`config.mk`:
```
export PLATFORM = sky130hd
export DESIGN_NAME = prbs24_sat_acc
export DESIGN_NICKNAME = d
export VERILOG_FILES = /design/src/rtl/prbs24_checker.sv
export SDC_FILE = /design/constraint.sdc
export NUM_CORES = 1
export LEC_CHECK = 0
export BUFFER_PORTS_ARGS = -buffer_cell sky130_fd_sc_hd__buf_2
export CORE_ASPECT_RATIO = 1.2
export CORE_MARGIN = 2
export CORE_UTILIZATION = 30
export CTS_CLUSTER_DIAMETER = 200
export DETAILED_ROUTE_END_ITERATION = 10
export PLACE_DENSITY_LB_ADDON = 0.25
export REMOVE_ABC_BUFFERS = 1
export SLEW_MARGIN = 15
export SYNTH_ARGS = -nofsm -noshare
export SYNTH_HDL_FRONTEND = slang
export SYNTH_SLANG_ARGS = --single-unit
```
`constraint.sdc`:
```
create_clock -name CLK -period 4.65 [get_ports CLK]
set_input_delay 0.6975 -clock CLK [delete_from_list [all_inputs] [get_ports CLK]]
set_output_delay 0.6975 -clock CLK [all_outputs]
set_load 0.05 [all_outputs]
```
`src/rtl/prbs24_checker.sv`:
```
// prbs24_checker
//   Receive-side checker for the 24-bit parallel PRBS stream
//   (x^24+x^23+x^22+x^17+1, one word per clock). Self-synchronizes by
//   seeding its expected word from received data, declares lock after
//   LOCK_CNT consecutive matches, then counts word/bit errors against a
//   self-advancing expected pattern.
//
// Ports
//   CLK        clock
//   RST        asynchronous, active-high reset
//   DIN        received 24-bit word
//   DIN_VALID  DIN valid this cycle; when low all state holds
//   CLR_CNT    synchronous clear of ERR_WORDS / ERR_BITS / WORD_CNT
//   LOCKED     checker is locked
//   ERR        one-cycle pulse: previous valid word (checked in LOCKED) mismatched
//   ERR_WORDS  errored words while LOCKED (saturating)
//   ERR_BITS   errored bits while LOCKED (saturating)
//   WORD_CNT   words checked while LOCKED (saturating)

// Saturating accumulator: cnt += inc when en, clamped at all-ones.
// clr has priority over an update in the same cycle.
module prbs24_sat_acc #(
    parameter int CNT_W = 32,
    parameter int INC_W = 5
) (
    input  logic             CLK,
    input  logic             RST,
    input  logic             clr,
    input  logic             en,
    input  logic [INC_W-1:0] inc,
    output logic [CNT_W-1:0] cnt
);
    // One spare bit beyond the widest operand so the sum never wraps.
    localparam int SW = ((CNT_W > INC_W) ? CNT_W : INC_W) + 1;

    logic [SW-1:0] sum;
    logic          ovf;

    assign sum = SW'(cnt) + SW'(inc);
    assign ovf = (sum > SW'({CNT_W{1'b1}}));

    always_ff @(posedge CLK or posedge RST) begin
        if (RST)
            cnt <= '0;
        else if (clr)
            cnt <= '0;
        else if (en)
            cnt <= ovf ? {CNT_W{1'b1}} : sum[CNT_W-1:0];
    end
endmodule


```
==> results of run 1 <==
## routing by layer
| metal | track usage | share of wire | up-vias | wire (microns) |
|---|---|---|---|---|
| li1 | - | - | 922 | - |
| met2 | 0.260 | 0.50 | 58 | 2930 |
| met5 | 0 | 0 | - | 0 |
| met4 | 0.0579 | 0.013 | 0 | 74 |
| met1 | 0.213 | 0.44 | 956 | 2600 |
| met3 | 0.0275 | 0.052 | 7 | 310 |
## logic make-up (layout without fill, tap and decap cells)
kind of cell,Yosys count,after routing,share of synthesized area
simple gates,91,91,0.260
compound gates,67,67,0.263
flops,32,32,0.381
buf+inv,17,56,0.0345
fa+ha+maj,6,6,0.0393
xor+xnor,3,3,0.0125
mux,2,2,0.00953
## power groups by stage
| stage | Combinational [uW] | Clock [uW] | Sequential, uW |
|---|---|---|---|
| 2_1_floorplan | 50.0 | 0 | 310 |
| 3_3_place_gp | 97.1 | 0 | 293 |
| 3_5_place_dp | 97.0 | 0 | 293 |
| 4_1_cts | 97.3 | 241 | 288 |
| 5_1_grt | 105 | 251 | 289 |
| 6_report | 96.2 | 234 | 288 |
## worst paths after layout
path / startpoint / endpoint / cells past startpoint / slack (ns)
setup / recovery: inc[0] / cnt[27] / 10 / 1.97
max in group asynchronous: RST / cnt[28] / 3 / 3.84
hold / removal: RST / cnt[24] / 3 / 0.49
min in group CLK: cnt[25] / cnt[25] / 1 / 0.57
hold reg to reg: cnt[25] / cnt[25] / 1 / 0.57
setup reg to reg: cnt[0] / cnt[27] / 9 / 2.06
## stage by stage
stage / hold slack (ns) / utilization / setup slack [ns]
after floorplan: 0.756 / - / 1.95
final: 0.491 / 0.363 / 1.97
after detailed placement: 0.534 / 0.349 / 1.66
after CTS: 0.510 / 0.363 / 1.96
after global routing: 0.530 / 0.363 / 1.83
after global placement: 0.533 / 0.349 / 1.74
## synthesized netlist by cell type (all sizes together), types with 3 or more instances
cell    count
nor3       18
a41oi       3
a311oi      8
ha          5
nand4      10
nand3      10
inv         8
clkbuf      5
nor2       15
nand2      14
and2        5
buf         4
and3        6
a31oi       8
a21oi      14
o21ai      10
dfrtp      32
a211oi      9
nor3b       3
## worst max-delay path, cell delays in order
cell and delay [ns]:
buf_2 0.08, ha_1 0.18, inv_1 0.06, fa_1 0.39, and2b_2 0.28, o211ai_4 0.11, a21oi_4 0.30, nand2_2 0.08
o311a_1 0.40, a311oi_1 0.29
## final cells by class
| type | count | share of cell area |
|---|---|---|
| Sequential cell | 32 | 0.324 |
| Clock buffer | 7 | 0.0390 |
| Timing Repair Buffer | 41 | 0.0841 |
| Inverter | 8 | 0.0122 |
| Tap cell | 87 | 0.0441 |
| Multi-Input combinational cell | 169 | 0.497 |
==> results_dict.tcl, run 1 <==
set metrics [dict create \
    power_frac_comb 0.156 \
    ys_seq_area_frac 0.381 \
    placedCellCount 337 \
    placed_area_sq_um 2370 \
    final_nets 272 \
    fp-row-count 33 \
    slew_violations 0 \
    min_path_type "input pin to asynchronous set/reset pin" \
    synth_edf_count 0 \
    via_count 1943 \
    cts-root-buf "clkbuf_8" \
    slew_headroom 0.596 \
    fmax_ghz 0.373 \
    stdcell_count 344 \
    place_congestion 0.811 \
    finalCriticalPeriod_ns 2.68 \
    postCtsHoldBufs 0 \
    finalSetupTns_ns 0 \
    grt_max_degree 33 \
    antenna_cells 0 \
    routed_wirelength_microns 5920 \
    wl_per_cell_microns 17.2 \
    largest_reg_flops 32 \
    fin_area_sq_um 2470 \
    dp_hpwl_microns 4190 \
    tightest_slew_ns 0.603 \
    fin_total_pwr_uw 618 \
    worstSetupPathType "input pin to register" \
    ys_types 57 \
    critPathRequiredTime_ns 4.83 \
    drc 0 \
    ir_drop_v 0.000163 \
    multi_input_area_sq_um 1230 \
    syn_inst 218 \
    synth_top_flop_cell "dfrtp_1" \
    largest_register "cnt" \
    numPortBuffers 40 \
    critPathArrivalTime_ns 2.86 \
    synth_top_cell_area_share 0.381 \
    endpoint_kind "register" \
    drt_iter0_drc 106 \
    netSwitchingFraction 0.282 \
    final_common_cell "buf_2" \
    grt_pass1_vias 1814 \
    via_per_inst 5.65 \
    register_area_sq_um 801 \
    fin_crit_sh 0.576 \
    drive_gt1_frac 0.276 \
    layout_common_cells "buf_2 (40), dfrtp_1 (32), nor3_1 (15)" \
    die_area_sq_um 7690 \
    p_int_uw 444 \
    p_switching_uw 174 \
    status "completed" \
    nFillCells 714 \
    clock-sinks 32 \
    start_util 0.308 \
    numCtsBuffers 5 \
    post_cts_buffers 0 \
    path_max_fanout 8 \
    antenna_found_initial 0 \
    fp.dieH_microns 95.7 \
    ys_ff_latch 32 \
    rsz0062_at_grt "false" \
    detail-route-antenna-nets 0 \
    syn2layout_area_growth_pct 17.6 \
    p_clk_frac 0.379 \
    track_usage 0.160 \
    power_leakage_uw 0.00109 \
    clk_pin_slew_ns 0.07 \
    cts_buffer_depth 2 \
    startpoint_type "input pin" \
    grt_overflow 0 \
    cap_violations 0 \
    syn_area_sq_um 2100 \
    synth.avg_cell_area_sq_um 9.64 \
    drt-pass1-iter-count 4 \
    final-setup-viol-count 0 \
    htreeDepth 2 \
    io_pins 41 \
    yosys.area.top_type "dfrtp_1" \
    yosysWarnings 0 \
    power_density_nw_per_um2 250 \
    async_reset_ff_frac 1.00 \
    post_cts_resized 0 \
    finClkSkew_ns 0.00567 \
    die_w_microns 80.4 \
    grt_pass1_wl_microns 9440 \
    biggestRegsByFlops "cnt x32" \
    clk_latency_ns 0.28 \
    finalHoldViolations 0 \
    cts_tree "built" \
    seqPwrFrac 0.465 \
    ys_top_cells_by_area "dfrtp_1 (38%), nor3_1 (3.6%), a311oi_1 (3.3%), ha_1 (3.0%), nand4_1 (2.7%)" \
    design.core.area_sq_um 6810 \
]
(Power assumes the default switching activity.)
==> run 2: changes to the inputs <==
==> constraint.sdc (replaced) <==
create_clock -name CLK -period 2.7 [get_ports CLK]
set_input_delay 0.405 -clock CLK [delete_from_list [all_inputs] [get_ports CLK]]
set_output_delay 0.405 -clock CLK [all_outputs]
set_load 0.05 [all_outputs]
==> run 2 against run 1 <==
Die area is the same. Hold slack worse by 0.28 ns. Sequential cell count unchanged. Critical path type is now register to register. Final cell count rose by 2.9%. Sequential power up 72%. Cell area grew 2.6%. Combinational power is 78% higher. Utilization up 0.94 points. Critical endpoint is now cnt[29]. Setup slack worse by 1.7 ns.
==> results_dict.tcl, run 2 (synthesis gave the netlist of run 1 again) <==
set metrics [dict create \
    post_cts_buffers 0 \
    largest_register "cnt" \
    critPathLaunch "cnt[0]" \
    routed_wirelength_microns 5870 \
    slew_headroom 0.689 \
    min_path_type "input pin to asynchronous set/reset pin" \
    slew_violations 0 \
    critPathArrivalTime_ns 2.63 \
    cap_violations 0 \
    fmax_ghz 0.408 \
    nFillCells 694 \
    syn2layout_area_growth_pct 20.7 \
    cp_slowest_cell "o311a_1" \
    holdWs_ns 0.207 \
    place_congestion 0.787 \
    fp.dieH_microns 95.7 \
    numCtsBuffers 5 \
    tightest_slew_ns 0.465 \
    clk_latency_ns 0.28 \
    design.core.area_sq_um 6810 \
    drt-pass1-iter-count 4 \
    final_nets 281 \
    startpoint_type "register" \
    die_w_microns 80.4 \
    r2r-start "cnt[0]" \
    layout_common_cells "buf_2 (40), dfrtp_1 (32), nor3_1 (15)" \
    grt_pass1_vias 1922 \
    finalCriticalPeriod_ns 2.45 \
    power_density_nw_per_um2 417 \
    finalHoldViolations 0 \
    timing.critical_path.buf_inv 1 \
    clk_pin_slew_ns 0.07 \
    numPortBuffers 40 \
    drt_iter0_drc 139 \
    seqPwrFrac 0.469 \
    via_per_inst 5.46 \
    postCtsHoldBufs 0 \
    r2r_cells 9 \
    path_cells "ha_1, inv_1, fa_1, and2b_2, o211ai_4, a21oi_4, nand2_2, o311a_1, a311oi_1" \
    drc 0 \
    p_switching_uw 311 \
    via_count 1932 \
    p_int_uw 746 \
    antenna_found_initial 0 \
    die_area_sq_um 7690 \
    largest_reg_flops 32 \
    fp-row-count 33 \
    fin_crit_sh 0.908 \
    io_pins 41 \
    max_stage_delay_ns 0.40 \
    path_max_fanout 4 \
    antenna_cells 0 \
    grt_max_degree 33 \
    status "completed" \
    endpoint "cnt[29]" \
    final_common_cell "buf_2" \
    critPathRequiredTime_ns 2.88 \
    netSwitchingFraction 0.294 \
    worst-path-stages 9 \
    endpoint_kind "register" \
    cts_tree "built" \
    biggestRegsByFlops "cnt x32" \
    start_util 0.308 \
    r2r_end "cnt[29]" \
    dp_hpwl_microns 4290 \
    finClkSkew_ns 0.00654 \
    placedCellCount 346 \
    cts-root-buf "clkbuf_8" \
    final-setup-viol-count 0 \
    power_leakage_uw 0.00113 \
    detail-route-antenna-nets 0 \
    grt_overflow 0 \
    p_clk_frac 0.369 \
    drive_gt1_frac 0.303 \
    track_usage 0.162 \
    cts_buffer_depth 2 \
    post_cts_resized 0 \
    stdcell_count 354 \
    clock-sinks 32 \
    rrSetupSlack_ns 0.25 \
    ir_drop_v 0.000168 \
    power_frac_comb 0.162 \
    worstSetupPathType "register to register" \
    cp_top_family "compound AO/OA/AOI/OAI gates" \
    rsz0062_at_grt "false" \
    wl_per_cell_microns 16.6 \
    htreeDepth 2 \
    grt_pass1_wl_microns 9730 \
    finalSetupTns_ns 0 \
]
==> run 2: changes by cell type in the layout (fill, tap and decap cells not counted) <==
cell and change:
buf_4 +9, clkinv_2 +2, clkbuf_8 -1
==> run 2: power by group through the flow <==
stage	sequential, uW	clock, uW	combinational, uW
2_1_floorplan	534	0	86.1
3_3_place_gp	505	0	174
3_5_place_dp	505	0	174
4_1_cts	496	404	174
5_1_grt	498	421	189
6_report	496	390	171
==> run 2: final cells by class <==
class | count | area [sq um] | area share
clock buffer | 6 | 82.6 | 0.0326
clock inverter | 2 | 10.0 | 0.00395
inverter | 8 | 30.0 | 0.0118
multi-input combinational | 169 | 1230 | 0.484
sequential | 32 | 801 | 0.316
tap | 87 | 109 | 0.0429
timing repair buffer | 50 | 275 | 0.109
==> run 2: per-layer routing <==
layer | vias up | track usage | routed length [microns]
met3 | 6 | 0.0256 | 269
met2 | 53 | 0.265 | 2940
met5 | - | 0 | 0
met4 | 0 | 0.0636 | 68
met1 | 931 | 0.215 | 2590
li1 | 942 | - | -
==> run 2: worst min-delay path by stage <==
stage	start	end	slack, ns
final	RST	cnt[24]	0.21
after global routing	RST	cnt[24]	0.24
after CTS	RST	cnt[24]	0.22
after detailed placement	cnt[27]	cnt[27]	0.52
after global placement	cnt[27]	cnt[27]	0.52
after floorplan	clr	cnt[17]	0.46
==> run 2: tightest hold or removal path: cells and delay by family <==
kind,cells,cell delay (ns)
buf+inv,3,0.51
==> run 2: per-stage QoR <==
stage	utilization	power [uW]	worst slack, ns	cell area [sq um]
after CTS	0.372	1070	0.232	2530
final	0.372	1060	0.250	2530
after global routing	0.372	1110	0.0616	2530
after global placement	0.358	679	0.196	2440
after floorplan	-	621	-0.00315	2060
after detailed placement	0.358	679	0.127	2440
